**src/rtl/mvb_word_collector_if.sv**
```systemverilog
// Drain stream from the MVB word collector to the frame/port logic.
// Master drives data/valid/last, slave returns ready.
interface mvb_word_collector_if;
    logic [15:0] out_data;
    logic        out_valid;
    logic        out_ready;
    logic        out_last;

    modport master (
        output out_data,
        output out_valid,
        output out_last,
        input  out_ready
    );

    modport slave (
        input  out_data,
        input  out_valid,
        input  out_last,
        output out_ready
    );
endinterface

```
**src/rtl/mvb_word_collector.sv**
```systemverilog
// MVB word collector: buffers deserialized words, checks frame length and
// drains accepted frames. Optional check word via MVB_WORD_CHECKSUM_EN.
module mvb_word_collector #(
    parameter int DEPTH = 16,
    parameter int AW    = 4
) (
    input  logic                 clk_3M,
    input  logic                 rst,
    input  logic                 frame_start,
    input  logic [4:0]           frame_len,
    input  logic [15:0]          word_in,
    input  logic                 word_valid,
    input  logic                 frame_end,
    mvb_word_collector_if.master dn,
    output logic                 frame_ok,
    output logic                 frame_err,
    output logic [1:0]           err_code,
    output logic                 busy
);

    typedef enum logic [1:0] {
        IDLE,
        COLLECT,
        DRAIN
    } state_t;

    localparam logic [4:0] MAX_LEN = 5'(DEPTH);

    state_t      state_q, state_d;
    logic [4:0]  len_q, len_d;
    logic [4:0]  cnt_q, cnt_d;
    logic        ovf_q, ovf_d;
    logic [AW-1:0] rd_q, rd_d;
    logic [AW-1:0] rd_nxt;
    logic [15:0] data_q, data_d;
    logic        valid_q, valid_d;
    logic        last_q, last_d;
    logic        ok_d, err_d;
    logic [1:0]  code_q, code_d;
    logic        busy_d;
    logic        wr_en;
    logic        len_good;
    logic [4:0]  lim;
`ifdef MVB_WORD_CHECKSUM_EN
    logic [15:0] acc_q, acc_d;
    logic [15:0] chk_q, chk_d;
`endif

    logic [15:0] mem [DEPTH];

    assign dn.out_data  = data_q;
    assign dn.out_valid = valid_q;
    assign dn.out_last  = last_q;
    assign err_code     = code_q;

`ifdef MVB_WORD_CHECKSUM_EN
    assign lim = len_q + 5'd1;
`else
    assign lim = len_q;
`endif

    assign rd_nxt   = rd_q + 1'b1;
    assign len_good = (frame_len != 5'd0) && (frame_len <= MAX_LEN);

    // Next-state and next-output decode for the collect/drain sequence
    always_comb begin
        state_d = state_q;
        len_d   = len_q;
        cnt_d   = cnt_q;
        ovf_d   = ovf_q;
        rd_d    = rd_q;
        data_d  = data_q;
        valid_d = valid_q;
        last_d  = last_q;
        ok_d    = 1'b0;
        err_d   = 1'b0;
        code_d  = code_q;
        wr_en   = 1'b0;
`ifdef MVB_WORD_CHECKSUM_EN
        acc_d   = acc_q;
        chk_d   = chk_q;
`endif
        unique case (state_q)
            IDLE: begin
                if (frame_start) begin
                    if (len_good) begin
                        len_d   = frame_len;
                        cnt_d   = 5'd0;
                        ovf_d   = 1'b0;
`ifdef MVB_WORD_CHECKSUM_EN
                        acc_d   = 16'h0000;
`endif
                        state_d = COLLECT;
                    end else begin
                        err_d  = 1'b1;
                        code_d = 2'b11;
                    end
                end
            end
            COLLECT: begin
                if (frame_start) begin
                    // abort counts as short; a bad new length wins the code
                    err_d = 1'b1;
                    if (len_good) begin
                        code_d  = 2'b01;
                        len_d   = frame_len;
                        cnt_d   = 5'd0;
                        ovf_d   = 1'b0;
`ifdef MVB_WORD_CHECKSUM_EN
                        acc_d   = 16'h0000;
`endif
                        state_d = COLLECT;
                    end else begin
                        code_d  = 2'b11;
                        state_d = IDLE;
                    end
                end else begin
                    if (word_valid) begin
                        if (cnt_q < lim) begin
`ifdef MVB_WORD_CHECKSUM_EN
                            if (cnt_q < len_q) begin
                                wr_en = 1'b1;
                                acc_d = acc_q ^ word_in;
                            end else begin
                                chk_d = word_in;
                            end
`else
                            wr_en = 1'b1;
`endif
                            cnt_d = cnt_q + 5'd1;
                        end else begin
                            ovf_d = 1'b1;
                        end
                    end
                    if (frame_end) begin
                        if (ovf_d) begin
                            err_d   = 1'b1;
                            code_d  = 2'b10;
                            state_d = IDLE;
                        end else if (cnt_d < lim) begin
                            err_d   = 1'b1;
                            code_d  = 2'b01;
                            state_d = IDLE;
`ifdef MVB_WORD_CHECKSUM_EN
                        end else if (chk_d != acc_d) begin
                            err_d   = 1'b1;
                            code_d  = 2'b11;
                            state_d = IDLE;
`endif
                        end else begin
                            ok_d    = 1'b1;
                            rd_d    = '0;
                            valid_d = 1'b1;
                            last_d  = (len_q == 5'd1);
                            // word 0 may be written on this very edge
                            data_d  = (wr_en && cnt_q == 5'd0) ? word_in : mem[0];
                            state_d = DRAIN;
                        end
                    end
                end
            end
            DRAIN: begin
                if (frame_start) begin
                    err_d  = 1'b1;
                    code_d = 2'b11;
                end
                if (valid_q && dn.out_ready) begin
                    if (last_q) begin
                        valid_d = 1'b0;
                        last_d  = 1'b0;
                        state_d = IDLE;
                    end else begin
                        rd_d   = rd_nxt;
                        data_d = mem[rd_nxt];
                        last_d = (5'(rd_nxt) == len_q - 5'd1);
                    end
                end
            end
            default: begin
                state_d = IDLE;
            end
        endcase
    end

    assign busy_d = (state_d != IDLE);

    // State and registered outputs
    always_ff @(posedge clk_3M or negedge rst) begin
        if (!rst) begin
            state_q   <= IDLE;
            len_q     <= 5'd0;
            cnt_q     <= 5'd0;
            ovf_q     <= 1'b0;
            rd_q      <= '0;
            data_q    <= 16'h0000;
            valid_q   <= 1'b0;
            last_q    <= 1'b0;
            frame_ok  <= 1'b0;
            frame_err <= 1'b0;
            code_q    <= 2'b00;
            busy      <= 1'b0;
`ifdef MVB_WORD_CHECKSUM_EN
            acc_q     <= 16'h0000;
            chk_q     <= 16'h0000;
`endif
        end else begin
            state_q   <= state_d;
            len_q     <= len_d;
            cnt_q     <= cnt_d;
            ovf_q     <= ovf_d;
            rd_q      <= rd_d;
            data_q    <= data_d;
            valid_q   <= valid_d;
            last_q    <= last_d;
            frame_ok  <= ok_d;
            frame_err <= err_d;
            code_q    <= code_d;
            busy      <= busy_d;
`ifdef MVB_WORD_CHECKSUM_EN
            acc_q     <= acc_d;
            chk_q     <= chk_d;
`endif
        end
    end

    // Frame buffer write; contents need no reset
    always_ff @(posedge clk_3M) begin
        if (wr_en) begin
            mem[cnt_q[AW-1:0]] <= word_in;
        end
    end

endmodule

```
**src/flat_wrapper.sv**
```systemverilog
// flat-port wrapper written by rule: the top's interface ports become plain ports
module mvb_word_collector_flat 
#(
    parameter int DEPTH = 16,
    parameter int AW    = 4
)
  (clk_3M, rst, frame_start, frame_len, word_in, word_valid, frame_end, frame_ok, frame_err, err_code, busy, dn_out_data, dn_out_valid, dn_out_last, dn_out_ready);
  mvb_word_collector_if dn_i ();
  input  logic clk_3M;
  input  logic rst;
  input  logic frame_start;
  input  logic [4:0] frame_len;
  input  logic [15:0] word_in;
  input  logic word_valid;
  input  logic frame_end;
  output logic frame_ok;
  output logic frame_err;
  output logic [1:0] err_code;
  output logic busy;
  output wire logic [$bits(dn_i.out_data)-1:0] dn_out_data;
  output wire logic [$bits(dn_i.out_valid)-1:0] dn_out_valid;
  output wire logic [$bits(dn_i.out_last)-1:0] dn_out_last;
  input wire logic [$bits(dn_i.out_ready)-1:0] dn_out_ready;
  assign dn_out_data = dn_i.out_data;
  assign dn_out_valid = dn_i.out_valid;
  assign dn_out_last = dn_i.out_last;
  assign dn_i.out_ready = dn_out_ready;
  mvb_word_collector #(.DEPTH(DEPTH), .AW(AW)) u_core (.clk_3M(clk_3M), .rst(rst), .frame_start(frame_start), .frame_len(frame_len), .word_in(word_in), .word_valid(word_valid), .frame_end(frame_end), .dn(dn_i), .frame_ok(frame_ok), .frame_err(frame_err), .err_code(err_code), .busy(busy));
endmodule
```
**config.mk**
```make
export PLATFORM = sky130hd
export DESIGN_NAME = mvb_word_collector_flat
export DESIGN_NICKNAME = d
export VERILOG_FILES = /design/src/rtl/mvb_word_collector_if.sv /design/src/rtl/mvb_word_collector.sv /design/src/flat_wrapper.sv
export SDC_FILE = /design/constraint.sdc
export NUM_CORES = 1
export LEC_CHECK = 0
export CAP_MARGIN = 20
export CORE_MARGIN = 2
export CORE_UTILIZATION = 55
export DETAILED_ROUTE_END_ITERATION = 7
export MAX_ROUTING_LAYER = met4
export PLACE_DENSITY = 0.76
export SLEW_MARGIN = 20
export SYNTH_ARGS = -nofsm -noshare
export SYNTH_HDL_FRONTEND = slang
export SYNTH_SLANG_ARGS = --single-unit
```
**constraint.sdc**
```tcl
create_clock -name clk_3M -period 3.1 [get_ports clk_3M]
set_input_delay 0.62 -clock clk_3M [delete_from_list [all_inputs] [get_ports clk_3M]]
set_output_delay 0.62 -clock clk_3M [all_outputs]
set_load 0.01 [all_outputs]
```
# Word-level counts from Yosys, hierarchy flattened
# Memory sizes are Yosys's and may differ from the RTL's.
# Cells that the tools add are included.
[op_classes]
add_sub_neg = 3
order_cmp = 3
n_eq_ne = 16
muxes = 85
reduce_logical = 17
[ops]
columns = ["op", "count"]
rows = [
  ["16-bit 2-to-1 mux", 7],
  ["1-bit 2-to-1 mux", 40],
  ["5-bit 2-to-1 mux", 7],
  ["2-bit 2-to-1 mux", 16],
  ["16-bit case mux with 2 select lines", 1],
  ["4-bit 2-to-1 mux", 6],
  ["2-bit inequality test, second input constant", 8],
  ["7-bit AND reduction", 2],
  ["2-bit case mux with 3 select lines", 2],
  ["6-bit AND reduction", 2],
  ["5-bit less-than comparator", 2],
  ["5-bit case mux with 2 select lines", 1],
  ["4-bit case mux with 2 select lines", 1],
  ["1-bit case mux with 2 select lines", 3],
  ["2-bit nonzero test", 3],
  ["5-bit by 1-bit adder with 5-bit output, second input constant", 1],
  ["4-bit by 5-bit equality test with 1-bit output", 1],
  ["5-bit by 1-bit equality test with 1-bit output, second input constant", 1],
  ["5-bit <= comparator, second input constant", 1],
  ["5-bit logical NOT", 1],
  ["5-bit nonzero test", 1],
  ["5-bit by 1-bit subtractor with 5-bit output, second input constant", 1],
  ["4-bit by 1-bit adder with 4-bit output, second input constant", 1],
  ["2-bit by 1-bit inequality test with 1-bit output, second input constant", 2],
  ["other kinds (11)", 13],
]
[word_totals]
regBits = 40
mem_bits_rw = 256
in_bits = 27
output_inout_bits = 23
elab_cells = 137
n_memories = 1
[memory_table]
columns = ["memory", "words", "width", "rd", "rd_ports_with_merged_regs", "write_ports", "line", "text"]
rows = [
  ["u_core.mem", 16, 16, 2, 0, 1, "mvb_word_collector.sv:49", "logic [15:0] mem [DEPTH];"],
]

# Longest topological paths before layout
# Gate-level depths: netlist (run 1).
[depth]
ltp_word = 12
depth_mapped = 15
ltp_nobuf = 14

# Worst setup path before layout (run 1)
# OpenSTA, ideal clock, no wires.
[synth_path]
path_kind = "register to register"
from = "register u_core.cnt_q[4]"
to = "memory u_core.mem[3][0] (enable)"
setup_time_ns = 0.409
arrival_time_ns = 3.033
t_required_ns = 2.691
setup_slack_ns = -0.342
stages_incl_launch_ff = 8
n_path_buf = 0
period_less_slack_ns = 3.442
cell_sequence = "dfrtp_1 ha_1 a21oi_1 nand2_1 a31oi_1 and2_1 nand2_1 nor3_1"
[synth_between]
elab_chain_len = 9
[synth_rtl]
columns = ["element", "line", "text"]
rows = [
  ["start, declared", "mvb_word_collector.sv:31", "logic [4:0] cnt_q, cnt_d;"],
  ["start signal, assigned", "mvb_word_collector.sv:209", "cnt_q <= cnt_d;"],
  ["5-bit less-than comparator", "mvb_word_collector.sv:119", "if (cnt_q < lim) begin"],
  ["1-bit 2-to-1 mux", "mvb_word_collector.sv:119", ""],
  ["1-bit 2-to-1 mux", "mvb_word_collector.sv:118", "if (word_valid) begin"],
  ["1-bit 2-to-1 mux", "mvb_word_collector.sv:101", "if (frame_start) begin"],
  ["1-bit 2-to-1 mux", "mvb_word_collector.sv:83", "unique case (state_q)"],
  ["1-bit 2-to-1 mux", "mvb_word_collector.sv:101", ""],
  ["1-bit 2-to-1 mux", "mvb_word_collector.sv:83", ""],
  ["1-bit 2-to-1 mux", "mvb_word_collector.sv:228", "if (wr_en) begin"],
  ["1-bit 2-to-1 mux (not written as such)", "mvb_word_collector.sv:229", "mem[cnt_q[AW-1:0]] <= word_in;"],
  ["end, declared", "mvb_word_collector.sv:49", ""],
]
# No other way between the ends. The select of a mux whose other input is x is not followed.

# Worst setup path after layout (run 1)
[layout_path]
from = "register u_core.len_q[2]"
to = "register u_core.data_q[12], in the netlist u_core.dn.out_data[12]"
[layout_between]
elab_chain_len = 12
elab_cells_between_ends = 24
classes_between = "order compare (2); eq/ne (2); mux (18); reduce/logical (2)"
[layout_rtl]
columns = ["element", "line", "text"]
rows = [
  ["start, declared", "mvb_word_collector.sv:30", "logic [4:0] len_q, len_d;"],
  ["start signal, assigned", "mvb_word_collector.sv:208", "len_q <= len_d;"],
  ["parallel branches: the longest is 12 deep, another holds 5-bit less-than comparator", "-", ""],
  ["end signal, assigned", "mvb_word_collector.sv:212", "data_q <= data_d;"],
  ["end, declared", "mvb_word_collector.sv:35", "logic [15:0] data_q, data_d;"],
]
# Parallel ways; which one is timed is not known. The select of a mux whose other input is x is not followed.
# A chain may end at the register's enable or synchronous reset.

==> tab_implementation.tex, run 1 <==
\begin{tabular}{lr}
\hline
Metric & Value \\
\hline
\multicolumn{2}{l}{\textbf{Drt}} \\
\quad Via density per instance & 6.373 \\
\quad 1st-pass router iterations & 4 \\
\quad Routed via count & 6998 \\
\quad Post-route ant nets & 0 \\
\quad DRC Markers & 0 \\
\quad Total detailed-routing wirelength & 28670 um \\
\quad DRC marker count from the first detailed-route iteration & 722 \\
\quad Routed len/inst & 26.11 um \\
\multicolumn{2}{l}{\textbf{Clock network}} \\
\quad Total clock sinks & 296 \\
\quad Total of hold buffers inserted after clock tree synthesis & 0 \\
\quad Inserted Clock Buffers & 28 \\
\quad Buffer type at the clock tree root & sky130\_fd\_sc\_hd\_\_clkbuf\_16 \\
\quad Clock tree from TritonCTS & yes \\
\quad CTS H-tree depth & 1 \\
\quad Maximum buffer depth of the clock tree & 3 \\
\quad Later-pin clock latency in the skew report & 0.54 ns \\
\quad Clk slew on worst S/H paths & 0.07 ns \\
\multicolumn{2}{l}{\textbf{Cells and area}} \\
\quad Area growth from synthesis to layout & 19.45\% \\
\quad Number of antenna diodes & 0 \\
\quad Fraction of layout instances using a drive strength above 1 & 28.97\% \\
\quad Highest-count cells in the layout ignoring fill and taps & 256 x sky130\_fd\_sc\_hd\_\_edfxtp\_1, 64 x sky130\_fd\_sc\_hd\_\_mux4\_2, 61 x sky130\_fd\_sc\_hd\_\_buf\_4 \\
\quad Post-layout net count & 842 \\
\quad Most common cell after layout, fill and taps aside & sky130\_fd\_sc\_hd\_\_edfxtp\_1 \\
\multicolumn{2}{l}{\textbf{STA}} \\
\quad Unrepaired setup endpoints after global routing & yes \\
\quad Period Utilization, post-route & 95.16\% \\
\quad Least-Margin Pin Slew & 1.015 ns \\
\quad Max\_slew headroom & 32.36\% \\
\quad Final slew viol count & 0 \\
\quad Final critical path time including I/O delays and setup & 2.950 ns \\
\quad Final-report hold violation count & 0 \\
\quad Final TNS setup & 0 ns \\
\quad Highest Clock Rate & 339.0 MHz \\
\quad Worst Skew & 0.01219 ns \\
\quad Total of endpoints with negative setup slack in the final report & 0 \\
\quad Post-route worst hold slack & 0.2209 ns \\
\multicolumn{2}{l}{\textbf{Min path}} \\
\quad Hold Crit Class & in -> async \\
\multicolumn{2}{l}{\textbf{Synthesis}} \\
\quad Primary FF master, synth & sky130\_fd\_sc\_hd\_\_edfxtp\_1 \\
\quad Top post-synthesis cells by area & sky130\_fd\_sc\_hd\_\_edfxtp\_1 62\%, sky130\_fd\_sc\_hd\_\_mux4\_2 12\%, sky130\_fd\_sc\_hd\_\_dfrtp\_1 8.1\%, sky130\_fd\_sc\_hd\_\_nand2\_1 1.6\%, sky130\_fd\_sc\_hd\_\_ha\_1 1.5\% \\
\quad Async S/R FF share, synth & 13.51\% \\
\quad Mapped Cells & 681 \\
\quad Area share of the leading cell type in the synthesized netlist & 62.22\% \\
\quad Number of flops mapped to enable cells by yosys & 256 \\
\quad Post-Synthesis Net Count & 723 \\
\quad Count of distinct cell types in the synthesized netlist & 57 \\
\quad Synthesized flop and latch total & 296 \\
\quad Cell type with the highest aggregate area in the netlist & sky130\_fd\_sc\_hd\_\_edfxtp\_1 \\
\quad Sequential element share of the synthesized area & 70.33\% \\
\quad Mean instance size in the synthesized netlist & 18.14 um2 \\
\quad Warnings from Yosys & 0 \\
\quad Netlist Area Pre-Place & 12350 um2 \\
\multicolumn{2}{l}{\textbf{Setup path}} \\
\quad WP data arrival & 3.41 ns \\
\quad Reg-to-reg setup timing slack & 0.15 ns \\
\quad Most common cell type on the critical path & sky130\_fd\_sc\_hd\_\_nand4\_1 \\
\quad Slowest cell on crit path & sky130\_fd\_sc\_hd\_\_dfrtp\_1 \\
\quad Cell breakdown of the critical path & inv\_2 -> ha\_4 -> a21oi\_4 -> o21ai\_2 -> a31oi\_4 -> nand4\_1 -> xnor2\_2 -> ha\_1 -> nand4\_1 -> a21oi\_4 -> nand4\_1 -> nand2\_2 -> buf\_6 -> a2bb2oi\_2 \\
\quad Type of origin of the critical path & register \\
\quad Type of the setup path with the least slack & reg -> reg \\
\quad Max stage delay on crit path & 0.40 ns \\
\quad Type of element capturing the critical path & register \\
\quad Required time reported for the critical path endpoint & 3.56 ns \\
\quad Highest net fanout along the worst path & 6 \\
\multicolumn{2}{l}{\textbf{Status}} \\
\quad Outcome & completed \\
\multicolumn{2}{l}{\textbf{GRT}} \\
\quad Global-route total usage across every layer & 25.60\% \\
\quad Largest net degree at the start of global routing & 67 \\
\quad Global-route congestion overflow total & 0 \\
\quad Via count of the first global-routing pass & 7190 \\
\quad Global-route wire length before repair & 44170 um \\
\quad Number of antenna violations at the first check in global routing & 0 \\
\multicolumn{2}{l}{\textbf{Place}} \\
\quad GP Congestion & 0.9491 \\
\quad Count of buffers inserted at the top-level ports & 49 \\
\quad Placed wire-length estimate & 18010 um \\
\multicolumn{2}{l}{\textbf{Floorplanning}} \\
\quad Core footprint & 21960 um2 \\
\quad Die X & 153.9 um \\
\quad Area of the die & 23680 um2 \\
\quad Initial Util & 56.26\% \\
\quad Boundary pin count & 50 \\
\quad Std-Cell Rows & 54 \\
\quad DIE HEIGHT & 153.9 um \\
\multicolumn{2}{l}{\textbf{Pwr}} \\
\quad Cell area power density & 719.9 nW/um2 \\
\quad Largest voltage drop on the vdd net & 0.0005031 V \\
\quad Leakage power of the design & 0.005082 uW \\
\multicolumn{2}{l}{\textbf{Flow run}} \\
\quad Max Cap Viol & 0 \\
\hline
\end{tabular}
## Yosys cell counts (3+ instances only)
library cell / count
sky130_fd_sc_hd__a21oi_1: 10
sky130_fd_sc_hd__nor2b_1: 3
sky130_fd_sc_hd__a32oi_1: 16
sky130_fd_sc_hd__mux2_1: 11
sky130_fd_sc_hd__dfrtp_1: 40
sky130_fd_sc_hd__buf_2: 10
sky130_fd_sc_hd__nor2_1: 19
sky130_fd_sc_hd__o21ai_1: 15
sky130_fd_sc_hd__nand3_1: 4
sky130_fd_sc_hd__buf_4: 3
sky130_fd_sc_hd__o21ai_0: 15
sky130_fd_sc_hd__a2bb2oi_1: 6
sky130_fd_sc_hd__a2bb2oi_2: 10
sky130_fd_sc_hd__edfxtp_1: 256
sky130_fd_sc_hd__mux2i_1: 16
sky130_fd_sc_hd__nand2_1: 54
sky130_fd_sc_hd__a21o_1: 3
sky130_fd_sc_hd__nor3_1: 11
sky130_fd_sc_hd__nand2b_1: 7
sky130_fd_sc_hd__inv_1: 10
sky130_fd_sc_hd__mux4_2: 64
sky130_fd_sc_hd__ha_1: 15
sky130_fd_sc_hd__xor2_1: 5
sky130_fd_sc_hd__and2_1: 3
sky130_fd_sc_hd__a31oi_1: 3
sky130_fd_sc_hd__xnor2_1: 5
sky130_fd_sc_hd__a41oi_1: 3
sky130_fd_sc_hd__clkbuf_1: 17
sky130_fd_sc_hd__nand4_1: 4
sky130_fd_sc_hd__mux2_2: 11
## timing repair
action	CTS	global route
pin swaps	0	11
buffers inserted	0	3
resized for setup	3	26
setup endpoints to repair	20	26
## sequential cells by signal (all words and copies together), names as in the netlist
| name | flops |
|---|---|
| u_core.mem | 256 |
| u_core.dn.out_data | 16 |
| u_core.cnt_q | 5 |
| u_core.len_q | 5 |
| u_core.rd_q | 4 |
| u_core.err_code | 2 |
| u_core.state_q | 2 |
| u_core.busy | 1 |
| u_core.dn.out_last | 1 |
| u_core.dn.out_valid | 1 |
| u_core.frame_err | 1 |
| u_core.frame_ok | 1 |
| u_core.ovf_q | 1 |
## layer usage
layer | up-vias | share of wire (%) | global-route usage (%) | wire, um
li1 | 3005 | - | - | -
met1 | 3612 | 41 | 35.54 | 11810
met2 | 334 | 49 | 40.09 | 14040
met3 | 47 | 7.4 | 4.256 | 2122
met4 | 0 | 2.5 | 7.165 | 703
met5 | - | 0 | - | 0
## worst max-delay path: cells and delay by family (launching register included)
kind,cells,cell delay (ns)
flip-flops,1,0.40
XOR/XNOR,1,0.18
AND/OR/NAND/NOR,4,0.73
adder cells (fa/ha/maj),2,0.51
buffers and inverters,2,0.25
AO/OA/AOI/OAI,5,0.82
## worst paths after layout
kind | from | to | cells after the start
worst max-delay path | u_core.len_q[2]$_DFFE_PN0P_ | u_core.dn.out_data[12]$_DFFE_PN0P_ | 14
worst min-delay path | rst | u_core.rd_q[2]$_DFFE_PN0P_ | 1
worst max register to register | u_core.len_q[2]$_DFFE_PN0P_ | u_core.dn.out_data[12]$_DFFE_PN0P_ | 14
worst min register to register | u_core.dn.out_data[9]$_DFFE_PN0P_ | u_core.dn.out_data[9]$_DFFE_PN0P_ | 1
max in group asynchronous | rst | u_core.rd_q[0]$_DFFE_PN0P_ | 1
min in group clk_3M | u_core.dn.out_data[9]$_DFFE_PN0P_ | u_core.dn.out_data[9]$_DFFE_PN0P_ | 1
## power by group
group	internal, uW	total, uW	switching [uW]
Combinational	1430	2720	1290
Sequential	4500	4640	147
Clock	1850	3260	1410
## metrics by stage
step / cells / util, % / total power (uW) / setup WS (ns) / instance area [um2]
final: 1098 / 67.20 / 10620 / 0.1502 / 14760
after global routing: 1098 / 67.20 / 11050 / -0.03629 / 14760
after CTS: 1095 / 66.49 / 10640 / -0.004661 / 14600
after detailed placement: 1047 / 62.48 / 7382 / -0.1833 / 13720
after global placement: 1047 / 62.48 / 7342 / -0.1426 / 13720
after floorplan: 681 / - / 6504 / -0.004104 / 12400
## logic make-up (layout without fill, tap and decap cells)
logic type,after synthesis,count (layout),synth area share [%]
muxes,102,102,14.97
DFF,296,296,70.33
and+or+nand+nor,116,116,4.365
xor gates and xnor gates,11,11,0.8406
buffers and inverters,41,178,1.499
adders and majority gates,15,15,1.519
AOI/OAI and AO/OA,100,100,6.482
## layout make-up
type,count,area [um2]
sequential,296,8692
tap,280,350.3
inverter,10,37.54
clock buffer,31,733.2
clock inverter,17,135.1
timing repair buffer,120,1135
fill,1386,7202
multi-input combinational,344,3674
No activity file was read; power rests on OpenSTA's default activity.
==> inputs of run 2 (changes only) <==
ABC_AREA = 1   (was default)
GPL_TIMING_DRIVEN = 0   (was default)
==> run 2 against run 1 <==
Compared with the run above: the run now ends with setup timing left; design area increased by 3.8%; count of clock-buffer cells in the layout increased by 3; largest power group is now combinational cells; global-route usage up 3.8 points; total power grew 38%; synthesized cell count rose by 68%; clock power grew 13%.
==> tab_implementation.tex, run 2 <==
\begin{tabular}{lr}
\hline
Metric & Value \\
\hline
\multicolumn{2}{l}{\textbf{GRT}} \\
\quad Global-route total usage across every layer & 29.42\% (+3.8 points) \\
\quad Global-route congestion overflow total & 0 (unchanged) \\
\quad Number of antenna violations at the first check in global routing & 1 (+1) \\
\quad Global-route wire length before repair & 52450 um (+19\%) \\
\quad Via count of the first global-routing pass & 9279 (+29\%) \\
\quad Largest net degree at the start of global routing & 32 (-52\%) \\
\multicolumn{2}{l}{\textbf{Synthesis}} \\
\quad Synthesized flop and latch total & 296 (unchanged) \\
\quad Netlist Area Pre-Place & 12860 um2 (+4.1\%) \\
\quad Mean instance size in the synthesized netlist & 11.22 um2 (-38\%) \\
\quad Async S/R FF share, synth & 13.51\% (unchanged) \\
\quad Cell type with the highest aggregate area in the netlist & sky130\_fd\_sc\_hd\_\_edfxtp\_1 \\
\quad Primary FF master, synth & sky130\_fd\_sc\_hd\_\_edfxtp\_1 \\
\quad Top post-synthesis cells by area & sky130\_fd\_sc\_hd\_\_edfxtp\_1 60\%, sky130\_fd\_sc\_hd\_\_dfrtp\_1 7.8\%, sky130\_fd\_sc\_hd\_\_nor2\_1 6.0\%, sky130\_fd\_sc\_hd\_\_o21ai\_0 5.4\%, sky130\_fd\_sc\_hd\_\_nand2\_1 4.6\% \\
\quad Number of flops mapped to enable cells by yosys & 256 (unchanged) \\
\quad Dominant cell by count in the synthesized netlist & sky130\_fd\_sc\_hd\_\_edfxtp\_1 \\
\quad Sequential element share of the synthesized area & 67.57\% (-2.8 points) \\
\quad Warnings from Yosys & 0 (unchanged) \\
\quad Commonest cells in the synthesized netlist & 256 x sky130\_fd\_sc\_hd\_\_edfxtp\_1, 205 x sky130\_fd\_sc\_hd\_\_nor2\_1, 158 x sky130\_fd\_sc\_hd\_\_nand2\_1, 139 x sky130\_fd\_sc\_hd\_\_o21ai\_0, 71 x sky130\_fd\_sc\_hd\_\_nand3\_1 \\
\quad Area share of the leading cell type in the synthesized netlist & 59.78\% (-2.4 points) \\
\quad Post-Synthesis Net Count & 1188 (+64\%) \\
\quad Count of distinct cell types in the synthesized netlist & 37 (-35\%) \\
\quad Mapped Cells & 1146 (+68\%) \\
\multicolumn{2}{l}{\textbf{Place}} \\
\quad Placed wire-length estimate & 22460 um (+25\%) \\
\quad GP Congestion & 0.9967 (+5.0\%) \\
\quad Count of buffers inserted at the top-level ports & 49 (unchanged) \\
\quad Worst slack after detailed placement & -0.6134 ns (-0.4301 ns) \\
\quad Total cell area at the placement stage & 13860 um2 (+1.0\%) \\
\multicolumn{2}{l}{\textbf{Floorplanning}} \\
\quad Boundary pin count & 50 (unchanged) \\
\quad DIE HEIGHT & 156.9 um (+2.0\%) \\
\quad Core footprint & 22780 um2 (+3.7\%) \\
\quad Initial Util & 56.45\% (+0.19 points) \\
\quad Die X & 156.9 um (+2.0\%) \\
\quad Area of the die & 24620 um2 (+4.0\%) \\
\quad Std-Cell Rows & 55 (+1.9\%) \\
\multicolumn{2}{l}{\textbf{Pwr}} \\
\quad Largest voltage drop on the vdd net & 0.0005308 V (+5.5\%) \\
\quad Relative contribution of the clock network to total power & 25.2\% (-5.5 points) \\
\quad Int Pwr & 8855 uW (+14\%) \\
\quad Leakage power of the design & 0.005633 uW (+11\%) \\
\quad Power share of the combinational group & 42.8\% (+17 points) \\
\quad Switching power summed over all nets & 5805 uW (+100\%) \\
\quad Switching Share & 39.60\% (+13 points) \\
\quad Sequential Power Share & 32.1\% (-12 points) \\
\quad Cell area power density & 956.8 nW/um2 (+33\%) \\
\multicolumn{2}{l}{\textbf{STA}} \\
\quad Final TNS setup & -0.2749 ns (-0.2749 ns) \\
\quad Period Utilization, post-route & 101.2\% (+6.1 points) \\
\quad Setup slack after layout & -0.03843 ns (-0.1886 ns) \\
\quad Max\_slew headroom & 35.64\% (+3.3 points) \\
\quad Total of endpoints with negative setup slack in the final report & 20 (+20) \\
\quad Least-Margin Pin Slew & 0.9644 ns (-0.05018 ns) \\
\quad Final critical path time including I/O delays and setup & 3.138 ns (+0.1886 ns) \\
\quad Highest Clock Rate & 318.6 MHz (-6.0\%) \\
\quad Final slew viol count & 0 (unchanged) \\
\quad Unrepaired setup endpoints after global routing & yes \\
\quad Worst Skew & 0.01584 ns (+0.003650 ns) \\
\quad Final-report hold violation count & 0 (unchanged) \\
\multicolumn{2}{l}{\textbf{Cells and area}} \\
\quad Multi-input logic area & 3896 um2 (+6.1\%) \\
\quad Area growth from synthesis to layout & 19.15\% \\
\quad Most common cell after layout, fill and taps aside & sky130\_fd\_sc\_hd\_\_edfxtp\_1 \\
\quad Post-layout instance area & 15320 um2 (+3.8\%) \\
\quad Fill count & 1623 (+17\%) \\
\quad Highest-count cells in the layout ignoring fill and taps & 256 x sky130\_fd\_sc\_hd\_\_edfxtp\_1, 185 x sky130\_fd\_sc\_hd\_\_nor2\_1, 140 x sky130\_fd\_sc\_hd\_\_nand2\_1 \\
\quad Share of the core filled with cells & 67.26\% (about the same) \\
\quad Area taken by flip-flops and latches & 8690 um2 (about the same) \\
\quad Number of flip-flops in the largest register & 256 (unchanged) \\
\quad Fraction of layout instances using a drive strength above 1 & 14.11\% (-15 points) \\
\quad Post-layout net count & 1305 (+55\%) \\
\multicolumn{2}{l}{\textbf{Clock network}} \\
\quad Inserted Clock Buffers & 30 (+7.1\%) \\
\quad Clock tree from TritonCTS & yes \\
\quad CTS H-tree depth & 1 (unchanged) \\
\quad Buffer type at the clock tree root & sky130\_fd\_sc\_hd\_\_clkbuf\_16 \\
\quad Maximum buffer depth of the clock tree & 3 (unchanged) \\
\quad Total clock sinks & 296 (unchanged) \\
\quad Clk slew on worst S/H paths & 0.07 ns (about the same) \\
\quad Later-pin clock latency in the skew report & 0.57 ns (+0.03 ns) \\
\multicolumn{2}{l}{\textbf{Setup path}} \\
\quad Type of the setup path with the least slack & reg -> reg \\
\quad WP data arrival & 3.64 ns (+0.23 ns) \\
\quad Number of cells on the worst reg-to-reg path & 17 (+3) \\
\quad Required time reported for the critical path endpoint & 3.60 ns (+0.04 ns) \\
\quad Type of element capturing the critical path & register \\
\quad Type of origin of the critical path & register \\
\quad Reg-to-reg setup timing slack & -0.04 ns (-0.19 ns) \\
\quad Highest net fanout along the worst path & 5 (-1) \\
\multicolumn{2}{l}{\textbf{Min path}} \\
\quad Hold Crit Class & in -> async \\
\multicolumn{2}{l}{\textbf{Drt}} \\
\quad DRC marker count from the first detailed-route iteration & 1271 (+76\%) \\
\quad Via density per instance & 5.961 (-6.5\%) \\
\quad Post-route ant nets & 0 (unchanged) \\
\quad 1st-pass router iterations & 8 (+4) \\
\quad Total detailed-routing wirelength & 34940 um (+22\%) \\
\quad Routed len/inst & 21.88 um (-16\%) \\
\quad DRC Markers & 0 (unchanged) \\
\quad Routed via count & 9519 (+36\%) \\
\multicolumn{2}{l}{\textbf{Flow run}} \\
\quad Max Cap Viol & 0 (unchanged) \\
\multicolumn{2}{l}{\textbf{Status}} \\
\quad Outcome & finished with violations \\
\quad Violated checks & setup timing \\
\hline
\end{tabular}
[run 2: cell families after synthesis]
group	count (synthesis)	synth area share (%)
AOI/OAI and AO/OA	218	9.585
xor gates and xnor gates	13	1.090
adders and majority gates	15	1.460
buffers and inverters	118	3.980
DFF	296	67.57
and+or+nand+nor	486	16.32
[run 2: layer usage]
metal	wire length, um	GRT usage, %	part of all wire (%)
met1	13120	38.92	38
met4	1667	12.36	4.8
met5	0	-	0
met3	3428	3.579	9.8
met2	16720	46.72	48
[run 2: metrics by stage]
step           cells  power (uW)  hold WS [ns]
2_1_floorplan   1146        8324        0.3244
3_3_place_gp    1508       10180        0.4575
3_5_place_dp    1514       10290        0.4666
4_1_cts         1593       14270        0.4555
5_1_grt         1597       15420        0.4794
6_report        1597       14660        0.4605
[run 2: power groups by stage]
stage | clock [uW] | sequential, uW | combinational, uW
6_report | 3690 | 4700 | 6270
4_1_cts | 3690 | 4680 | 5910
5_1_grt | 3880 | 4710 | 6830
3_5_place_dp | 0 | 4760 | 5530
2_1_floorplan | 0 | 4770 | 3560
3_3_place_gp | 0 | 4770 | 5420
[run 2: path summary, 6_finish.rpt]
kind / to / startpoint
setup / recovery: u_core.dn.out_data[15]$_DFFE_PN0P_ / u_core.cnt_q[4]$_DFFE_PN0P_
setup reg to reg: u_core.dn.out_data[15]$_DFFE_PN0P_ / u_core.cnt_q[4]$_DFFE_PN0P_
hold / removal: u_core.dn.out_data[4]$_DFFE_PN0P_ / rst
min in group clk_3M: u_core.err_code[0]$_DFFE_PN0P_ / u_core.err_code[0]$_DFFE_PN0P_
hold reg to reg: u_core.err_code[0]$_DFFE_PN0P_ / u_core.err_code[0]$_DFFE_PN0P_
max in group asynchronous: u_core.cnt_q[2]$_DFFE_PN0P_ / rst
[run 2: critical path: stages (launching register included)]
cell and delay, ns:
sky130_fd_sc_hd__dfrtp_1 0.43, sky130_fd_sc_hd__ha_4 0.28, sky130_fd_sc_hd__a21oi_2 0.18, sky130_fd_sc_hd__nand4_1 0.22, sky130_fd_sc_hd__inv_2 0.16, sky130_fd_sc_hd__nand2_2 0.08
sky130_fd_sc_hd__nor2_2 0.09, sky130_fd_sc_hd__xor2_1 0.25, sky130_fd_sc_hd__inv_1 0.12, sky130_fd_sc_hd__ha_4 0.25, sky130_fd_sc_hd__nand2_4 0.09, sky130_fd_sc_hd__nor2_2 0.05
sky130_fd_sc_hd__a211oi_2 0.26, sky130_fd_sc_hd__nand3_4 0.18, sky130_fd_sc_hd__nand3_4 0.15, sky130_fd_sc_hd__buf_8 0.15, sky130_fd_sc_hd__nand2_1 0.06, sky130_fd_sc_hd__nand2_1 0.06
[run 2: area by class of cell]
type	count	area share, %
Inverter	53	1.315
Antenna cell	1	0.01633
Tap cell	313	2.556
Clock inverter	18	1.519
Multi-Input combinational cell	732	25.43
Sequential cell	296	56.72
Clock buffer	34	4.998
Buffer	63	2.074
Timing Repair Buffer	87	5.374
[run 2: what timing repair did]
item                                    in CTS  in global routing
pin swaps                                   13                 18
hold endpoints to repair                     9                  0
resized for setup                           27                 39
hold buffers                                 1                  0
gates cloned                                 3                  0
endpoints found under the setup margin      76                 76
setup buffers                               24                  6
==> edit, RTL diff (settings of run 2) <==
Add a define of `MVB_WORD_CHECKSUM_EN`.
--- a/src/rtl/mvb_word_collector.sv
+++ b/src/rtl/mvb_word_collector.sv
@@ -1,5 +1,7 @@
 // MVB word collector: buffers deserialized words, checks frame length and
 // drains accepted frames. Optional check word via MVB_WORD_CHECKSUM_EN.
+`define MVB_WORD_CHECKSUM_EN
+
 module mvb_word_collector #(
     parameter int DEPTH = 16,
     parameter int AW    = 4
Formal check against the unedited RTL: not equivalent (a bounded check fails within 4 cycles, from zero or initial values and one cycle with rst low).
==> edit against run 2 <==
The run still ends with setup timing left. Cell area increased by 22%. Sequential cell count increased by 32. Synthesized area increased by 20%. Cell count increased by 30%. Routed wire length increased by 41%. Worst setup slack got worse by 0.69 ns. Critical endpoint is now u_core.rd_q[0].
Power is not compared: it rests on default switching activity, and its combinational part moved more than twofold at a synthesized area within 25%.
==> edit: results (changes against run 2) <==
The critical path data arrival time is 4.24 ns (+0.60 ns). Cell total after placement: 1943 (+28%). The fraction of layout cells with a size suffix above 1 is 0.1580 (+0.01694). The run gives -0.7292 ns (-0.6908 ns) as the post-layout worst setup margin.

Setup total negative slack: -19.62 ns (-19.35 ns). The post-synthesis async set-or-reset flop share works out to 0.2195 (+0.08438). The count of routing violations after the opening detailed-route iteration came out at 2132 (+68%). After synthesis, the cell types taking the most area are edfxtp_1 50%, dfrtp_1 12%, nand2_1 6.5%, o21ai_0 5.1%, nor2_1 5.1%.

The post-route worst hold slack was 0.4767 ns (+0.01619 ns). Area after detailed placement: 16620 um2 (+20%). Global-route wire length before repair: 70.97 mm (+35%). Transition at the pin with the smallest max-transition slack: 1.016 ns (+0.05119 ns). The area share of xor/xnor cells in the synthesized design was 0.02106 (+0.01016).

Synthesized net count: 1546 (+30%). The number of diodes came out at 0 (-1). The tools report the worst reg2reg path endpoint as u_core.rd_q[0]. The total number of nets in the final design is 1714 (+31%), and the sequential element share of the synthesized area is 0.6166 (-0.05905). The final reports fail on setup timing. The run finished, with violations left. The fraction of the mapped netlist area in compound gates was 0.1399 (+0.04408); the number of clock buffers inserted by TritonCTS was 35 (+17%).

The logs give 12350 (+33%) for the via count of the first global-routing pass and 95 (+380%) for the number of endpoints failing setup at the final stage. The number of detailed-route iterations in the first pass was 7 (-1); the worst-case reg-to-reg path depth was 27 (+10). The setup clock skew after layout was 0.02199 ns (+0.006151 ns).

The weighted congestion reported at the end of routability-driven placement is 0.9394 (-5.7%). The gate count after technology mapping is 1503 (+31%). The initial antenna violation count is 0 (-1), and the count of input and output buffers is 48 (-2.0%). The tightest min-delay check is of the reg2reg type. Tracing the worst setup path back leads to its startpoint at u_core.len_q[0].

Largest net degree at the start of global routing: 53 (+66%).
[edit: timing repair]
item,in CTS,in global routing
cloned,3,0
buffers inserted,47,20
pin swaps,36,30
hold buffers,1,0
endpoints found under the setup margin,279,285
resized for setup,73,51
hold endpoints to repair,20,0
[edit: area by class of cell]
| class | instances | area (um2) |
|---|---|---|
| Timing Repair Buffer | 130 | 1311 |
| Clock inverter | 21 | 127.6 |
| Inverter | 97 | 380.4 |
| Sequential cell | 328 | 9493 |
| Fill cell | 1959 | 8926 |
| Clock buffer | 41 | 908.4 |
| Buffer | 88 | 459.2 |
| Tap cell | 378 | 473.0 |
| Multi-Input combinational cell | 991 | 5550 |
[edit: worst max-delay path, stage by stage (launching register included)]
cell	delay (ns)
dfrtp_2	0.40
buf_6	0.12
inv_6	0.04
ha_4	0.27
inv_4	0.04
ha_4	0.23
nand2_2	0.06
nand2_2	0.06
nor2_2	0.11
nand2_2	0.07
nand3_4	0.13
nand3_4	0.13
inv_4	0.09
buf_8	0.10
nand3_4	0.07
nor2_4	0.16
xor2_2	0.26
ha_4	0.17
nand2_2	0.04
nor2_1	0.16
nand2_1	0.14
nand2_2	0.12
nand2_4	0.08
a21oi_4	0.24
nand3_4	0.14
buf_6	0.17
nand2_2	0.05
nand2_1	0.06
[edit: cell families (layout without fill, tap and decap cells)]
logic type / after synthesis / in the layout
AND/OR/NAND/NOR: 582 / 583
AO/OA/AOI/OAI: 355 / 355
flip-flops: 328 / 328
buffers and inverters: 185 / 377
adder cells (fa/ha/maj): 16 / 16
XOR/XNOR: 37 / 37
[edit: routing by layer]
metal	vias up	GRT usage	routed length (um)
met3	243	0.06190	5404
met5	-	-	0
met1	6249	0.4107	17780
met4	0	0.1721	3151
li1	5663	-	-
met2	993	0.5331	23000
